File: config.mk
export PLATFORM = sky130hd
export DESIGN_NAME = alu_ctrl
export DESIGN_NICKNAME = d
export VERILOG_FILES = /design/src/rtl/alu_pkg.sv /design/src/rtl/alu_regfile.sv /design/src/rtl/alu_ctrl.sv
export SDC_FILE = /design/constraint.sdc
export NUM_CORES = 1
export LEC_CHECK = 0
export BUFFER_PORTS_ARGS = -buffer_cell sky130_fd_sc_hd__buf_4
export CAP_MARGIN = 20
export CORE_ASPECT_RATIO = 2
export CORE_UTILIZATION = 50
export CTS_CLUSTER_SIZE = 10
export DETAILED_ROUTE_END_ITERATION = 10
export PLACE_DENSITY = 0.74
export SLEW_MARGIN = 5
export SYNTH_ARGS = -nofsm -noshare
export SYNTH_HDL_FRONTEND = slang
export SYNTH_SLANG_ARGS = --single-unit
File: constraint.sdc
create_clock -name CLK -period 2.2 [get_ports CLK]
set_input_delay 0.44 -clock CLK [delete_from_list [all_inputs] [get_ports CLK]]
set_output_delay 0.44 -clock CLK [all_outputs]
set_load 0.02 [all_outputs]
File: src/rtl/alu_pkg.sv
// Shared types for the alu_ctrl execute stage: opcodes, FSM states and flag layout.
package alu_pkg;

    // 1000-1111 are reserved: they retire in one cycle with ERR and no side effects.
    typedef enum logic [3:0] {
        OPC_NOP  = 4'b0000,
        OPC_LDI  = 4'b0001,
        OPC_ADD  = 4'b0010,
        OPC_SUB  = 4'b0011,
        OPC_AND  = 4'b0100,
        OPC_OR   = 4'b0101,
        OPC_XOR  = 4'b0110,
        OPC_NOT  = 4'b0111,
        OPC_ILL8 = 4'b1000,
        OPC_ILL9 = 4'b1001,
        OPC_ILLA = 4'b1010,
        OPC_ILLB = 4'b1011,
        OPC_ILLC = 4'b1100,
        OPC_ILLD = 4'b1101,
        OPC_ILLE = 4'b1110,
        OPC_ILLF = 4'b1111
    } opcode_e;

    typedef enum logic [1:0] {
        S_IDLE,
        S_ISSUE,
        S_WAIT,
        S_WB
    } state_e;

    typedef struct packed {
        logic cf;
        logic of;
        logic sf;
        logic zf;
    } flags_t;

    localparam opcode_e OP_NOT = OPC_NOT;
    localparam opcode_e OP_LDI = OPC_LDI;

    function automatic logic is_alu_op(input logic [3:0] op);
        return (op >= OPC_ADD) && (op <= OPC_NOT);
    endfunction

endpackage

File: src/rtl/alu_regfile.sv
// Register file for alu_ctrl: two operand read ports, one debug read port,
// one synchronous write port and a synchronous active-low clear.
module alu_regfile #(
    parameter int WIDTH = 8,
    parameter int NREGS = 8,
    localparam int AW = $clog2(NREGS)
) (
    input  logic             CLK,
    input  logic             RST_N,
    input  logic             i_we,
    input  logic [AW-1:0]    i_waddr,
    input  logic [WIDTH-1:0] i_wdata,
    input  logic [AW-1:0]    i_raddr_a,
    input  logic [AW-1:0]    i_raddr_b,
    input  logic [AW-1:0]    i_dbg_addr,
    output logic [WIDTH-1:0] o_rdata_a,
    output logic [WIDTH-1:0] o_rdata_b,
    output logic [WIDTH-1:0] o_dbg_data
);

    logic [WIDTH-1:0] r_mem [NREGS];

    always_ff @(posedge CLK) begin
        if (!RST_N) begin
            for (int i = 0; i < NREGS; i++) r_mem[i] <= '0;
        end else if (i_we) begin
            r_mem[i_waddr] <= i_wdata;
        end
    end

    assign o_rdata_a  = r_mem[i_raddr_a];
    assign o_rdata_b  = r_mem[i_raddr_b];
    assign o_dbg_data = r_mem[i_dbg_addr];

endmodule

File: src/rtl/alu_ctrl.sv
// Single-issue execute controller: latches one instruction, sequences the external
// ALU through ISSUE/WAIT, then writes the result and flags back in WB.
module alu_ctrl
    import alu_pkg::*;
#(
    parameter int WIDTH = 8,
    parameter int NREGS = 8,
    localparam int AW = $clog2(NREGS)
) (
    input  logic             CLK,
    input  logic             RST_N,
    input  logic             INSTR_VALID,
    output logic             INSTR_READY,
    input  logic [3:0]       INSTR_OP,
    input  logic [AW-1:0]    INSTR_RD,
    input  logic [AW-1:0]    INSTR_RA,
    input  logic [AW-1:0]    INSTR_RB,
    input  logic [WIDTH-1:0] INSTR_IMM,
    output logic             ALU_EN,
    output logic             ALU_OE,
    output logic [3:0]       ALU_OPCODE,
    output logic [WIDTH-1:0] ALU_A,
    output logic [WIDTH-1:0] ALU_B,
    input  logic [WIDTH-1:0] ALU_OUT,
    input  logic             ALU_CF,
    input  logic             ALU_OF,
    input  logic             ALU_SF,
    input  logic             ALU_ZF,
    output logic [3:0]       FLAGS,
    output logic             DONE,
    output logic             ERR,
    input  logic [AW-1:0]    DBG_ADDR,
    output logic [WIDTH-1:0] DBG_DATA
);

    state_e           r_state, w_next;
    logic [3:0]       r_op;
    logic [AW-1:0]    r_rd, r_ra, r_rb;
    logic [WIDTH-1:0] r_imm, r_result;
    flags_t           r_shadow, r_flags;
    logic             w_accept, w_alu_op, w_we;
    logic [WIDTH-1:0] w_rdata_a, w_rdata_b, w_wdata;

    // Ready is gated by reset so upstream never sees a handshake while held in reset.
    assign INSTR_READY = (r_state == S_IDLE) && RST_N;
    assign w_accept    = INSTR_VALID && INSTR_READY;
    assign w_alu_op    = is_alu_op(r_op);

    always_ff @(posedge CLK) begin
        if (!RST_N) r_state <= S_IDLE;
        else        r_state <= w_next;
    end

    always_comb begin
        w_next     = r_state;
        ALU_EN     = 1'b0;
        ALU_OE     = 1'b0;
        ALU_OPCODE = '0;
        ALU_A      = '0;
        ALU_B      = '0;
        DONE       = 1'b0;
        ERR        = 1'b0;
        case (r_state)
            S_IDLE: begin
                if (w_accept) w_next = is_alu_op(INSTR_OP) ? S_ISSUE : S_WB;
            end
            S_ISSUE: begin
                w_next     = S_WAIT;
                ALU_EN     = 1'b1;
                ALU_OPCODE = r_op;
                ALU_A      = w_rdata_a;
                ALU_B      = (r_op == OP_NOT) ? '0 : w_rdata_b;
            end
            S_WAIT: begin
                w_next = S_WB;
                ALU_OE = 1'b1;
            end
            S_WB: begin
                w_next = S_IDLE;
                DONE   = 1'b1;
                ERR    = r_op[3];
            end
            default: w_next = S_IDLE;
        endcase
    end

    always_ff @(posedge CLK) begin
        if (!RST_N) begin
            r_op  <= '0;
            r_rd  <= '0;
            r_ra  <= '0;
            r_rb  <= '0;
            r_imm <= '0;
        end else if (w_accept) begin
            r_op  <= INSTR_OP;
            r_rd  <= INSTR_RD;
            r_ra  <= INSTR_RA;
            r_rb  <= INSTR_RB;
            r_imm <= INSTR_IMM;
        end
    end

    // Result and flags are only trusted while OE is high, hence the WAIT-only sample.
    always_ff @(posedge CLK) begin
        if (!RST_N) begin
            r_result <= '0;
            r_shadow <= '0;
            r_flags  <= '0;
        end else begin
            if (r_state == S_WAIT) begin
                r_result <= ALU_OUT;
                r_shadow <= {ALU_CF, ALU_OF, ALU_SF, ALU_ZF};
            end
            if ((r_state == S_WB) && w_alu_op) r_flags <= r_shadow;
        end
    end

    assign FLAGS   = r_flags;
    assign w_we    = (r_state == S_WB) && (w_alu_op || (r_op == OP_LDI));
    assign w_wdata = (r_op == OP_LDI) ? r_imm : r_result;

    alu_regfile #(
        .WIDTH (WIDTH),
        .NREGS (NREGS)
    ) u_regfile (
        .CLK        (CLK),
        .RST_N      (RST_N),
        .i_we       (w_we),
        .i_waddr    (r_rd),
        .i_wdata    (w_wdata),
        .i_raddr_a  (r_ra),
        .i_raddr_b  (r_rb),
        .i_dbg_addr (DBG_ADDR),
        .o_rdata_a  (w_rdata_a),
        .o_rdata_b  (w_rdata_b),
        .o_dbg_data (DBG_DATA)
    );

endmodule

==> reports/qor.csv <==
metric;value;unit
Largest delay share family, worst path;multiplexers;
WHS;291;ps
final core utilization;64.0;%
EDFF count, synth;64;
Hold Path Class;in -> reg;
FF-to-FF setup slack;270;ps
Max VDD drop;0.785;mV
worst reg-to-reg path cell count;4;
final net count;609;
worst path cell trace;mux4_2, mux2_2, buf_4;
RR Startpoint;r_state[0];
Final Max Tran Viols;0;
Synth Instances;471;
gpl congestion;0.989;
RSZ-0062 raised after global routing;true;
Area Growth Syn to Fin;23.6;%
setup total negative slack;0;ps
final hold violation count;0;
Pre-antenna DRT Iters;5;
antenna violations before repair;0;
Synth top area share;33.9;%
CP Class;reg -> out;
Placed Cells;683;
Synthesized Nets;515;
power per cell area;886;nW/um^2
initial drt markers;273;
Root Driver;clkbuf_16;
clock latency on the worst-skew pair;340;ps
min cycle time layout;2190;ps
top_reg_cell synth;edfxtp_1;
Clk pin slew, worst setup/hold paths;70;ps
Static Leakage;2.64;nW
critical path's slowest cell;mux4_2;
Least-Margin Pin Slew;464;ps
Max-slew headroom;69.0;%
status;finished clean;
Max H-tree Level;3;
DR vias/cell;5.95;
grt ovf;0;
R2R Path End;u_regfile.r_mem[6][4];
ant diodes;0;
placed inst area;6500;um^2
Buffers on Ports;75;
final instance area;7000;um^2
flops & latches, synth;109;
HP Start;INSTR_IMM[0];
number of global-route vias before repair;4370;
Largest stage delay, worst path;480;ps
largest net degree at the start of global routing;50;
DIE WIDTH;77.3;um
CTS tree;yes;
Clock Skew;5.24;ps
Critical Path RT;1760;ps
via count;4227;
row count;54;
post-route antenna net violation count;0;
Worst EP arrival;1750;ps
Worst Hold Endpoint;r_imm[0];
Max Clock Freq;457;MHz
Final setup viols;0;
Detailed Route WL;14500;um
Synth area leader;edfxtp_1;
IO Pins;76;
ranking of synthesized cells by area;edfxtp_1 (34%), dfxtp_1 (16%), mux4_2 (9.9%);
post-DP HPWL;11100;um
CP bufs+invs;1;
initial cell density of the core;51.8;%
global-route wire length before repair;22600;um
clock sink count;109;
clk buf depth;2;
Mapped Area;5670;um^2
Post-Layout Cell Count;710;
CP endpoint kind;output port;
Max FO, Critical Path;3;
max cap viols;0;
share of layout cells above drive strength 1;35.3;%
post-synth cell types;37;
pre-CTS setup slack;-1.53;ps
GRT Total Usage;25.5;%
ys async rst share;0;%
Mean Syn Cell Area;12.0;um^2
setup slack after layout;11.2;ps
CP startpoint kind;flip-flop;
DIE AREA;11800;um^2
Die H;153;um
drt drc;0;
synth warn;0;
core area;10900;um^2
Num CTS Buffers;9;
Hold Path Cell Cnt;3;
post-synthesis sequential area ratio;49.8;%
Tcrit/Tclk final;99.5;%
Final Power;6.21;mW
wire per inst;20.4;um
## worst max path at each step
stage	from	to	cells after the start
floorplan	r_state[1]	u_regfile.r_mem[0][0]	5
global placement	DBG_ADDR[0]	DBG_DATA[2]	4
detailed placement	DBG_ADDR[0]	DBG_DATA[2]	4
CTS	flip-flop	ALU_A[3]	4
global route	flip-flop	ALU_A[3]	4
finish	u_regfile.r_mem[6][2]	DBG_DATA[2]	3
## power breakdown
| part | leakage, nW | switching, mW | internal [mW] |
|---|---|---|---|
| logic | 1.47 | 1.12 | 1.01 |
| clock network | 0.144 | 0.740 | 0.793 |
| registers | 1.03 | 0.171 | 2.37 |
| total | 2.64 | 2.03 | 4.17 |
## timing repair
item                       CTS  global route
gates cloned                 1             0
buffers inserted             4             6
pin swaps                    1             4
hold buffers                 0             0
setup endpoints to repair   19            24
resized for setup           22            32
## placed cells by master (no fill, tap or decap), drive strengths merged, types with 3 or more instances in the layout
master	count
buf	116
nor2	67
edfxtp	64
nand2	52
dfxtp	45
mux4	40
mux2i	36
o21ai	25
inv	22
nor2b	17
clkbuf	9
o211a	8
mux2	8
and2	8
a22oi	8
o22ai	8
nand4b	5
a21boi	5
ha	5
nand3	5
nand4	4
clkinv	3
## cells in the mapped netlist, types with 2 or more instances
cell      count
buf_1         2
mux2_2        8
nand4_1       4
nand2_1      52
edfxtp_1     64
mux4_2       25
mux4_1       15
clkbuf_1     17
buf_2         8
a22oi_1       8
nor2_1       67
dfxtp_1      45
nand3_1       5
ha_1          5
mux2i_1      36
a21boi_0      5
inv_1        18
o21ai_0      25
o211a_1       8
nor2b_1      17
o22ai_1       8
nand4b_1      5
and2_1        8
buf_4         3
## cells by family after synthesis
family          share of synthesized area, %
compound gates                          6.73
fa+ha+maj                               1.10
buf+inv                                 4.35
flops                                   49.8
mux                                     24.8
simple gates                            13.2
## flip-flops by register name, summed over array words and instances, names as in the netlist, named ones only
register,flops
u_regfile.r_mem,64
r_result,8
r_op,4
r_state,2
r_imm,8
r_ra,3
r_rb,3
r_rd,3
FLAGS,4
r_shadow,4
## worst register-to-register path, stage by stage, from the launching register on
cell	delay (ps)
dfxtp_1	370
ha_1	270
and3b_1	360
nand4b_1	190
nand2_1	390
## routing by layer
layer / part of all wire (%) / GRT usage [%]
met1: 32 / 24.8
met2: 58 / 48.3
met3: 4.8 / 3.35
met4: 5.5 / 16.6
met5: 0 / 0
## cell type report
class | instances | area [um^2]
clock buffer | 9 | 225
multi-input combinational | 311 | 2650
tap | 140 | 175
clock inverter | 7 | 65.1
inverter | 18 | 67.6
timing repair buffer | 116 | 988
fill | 899 | 3940
sequential | 109 | 2830
(Power assumes the default switching activity.)
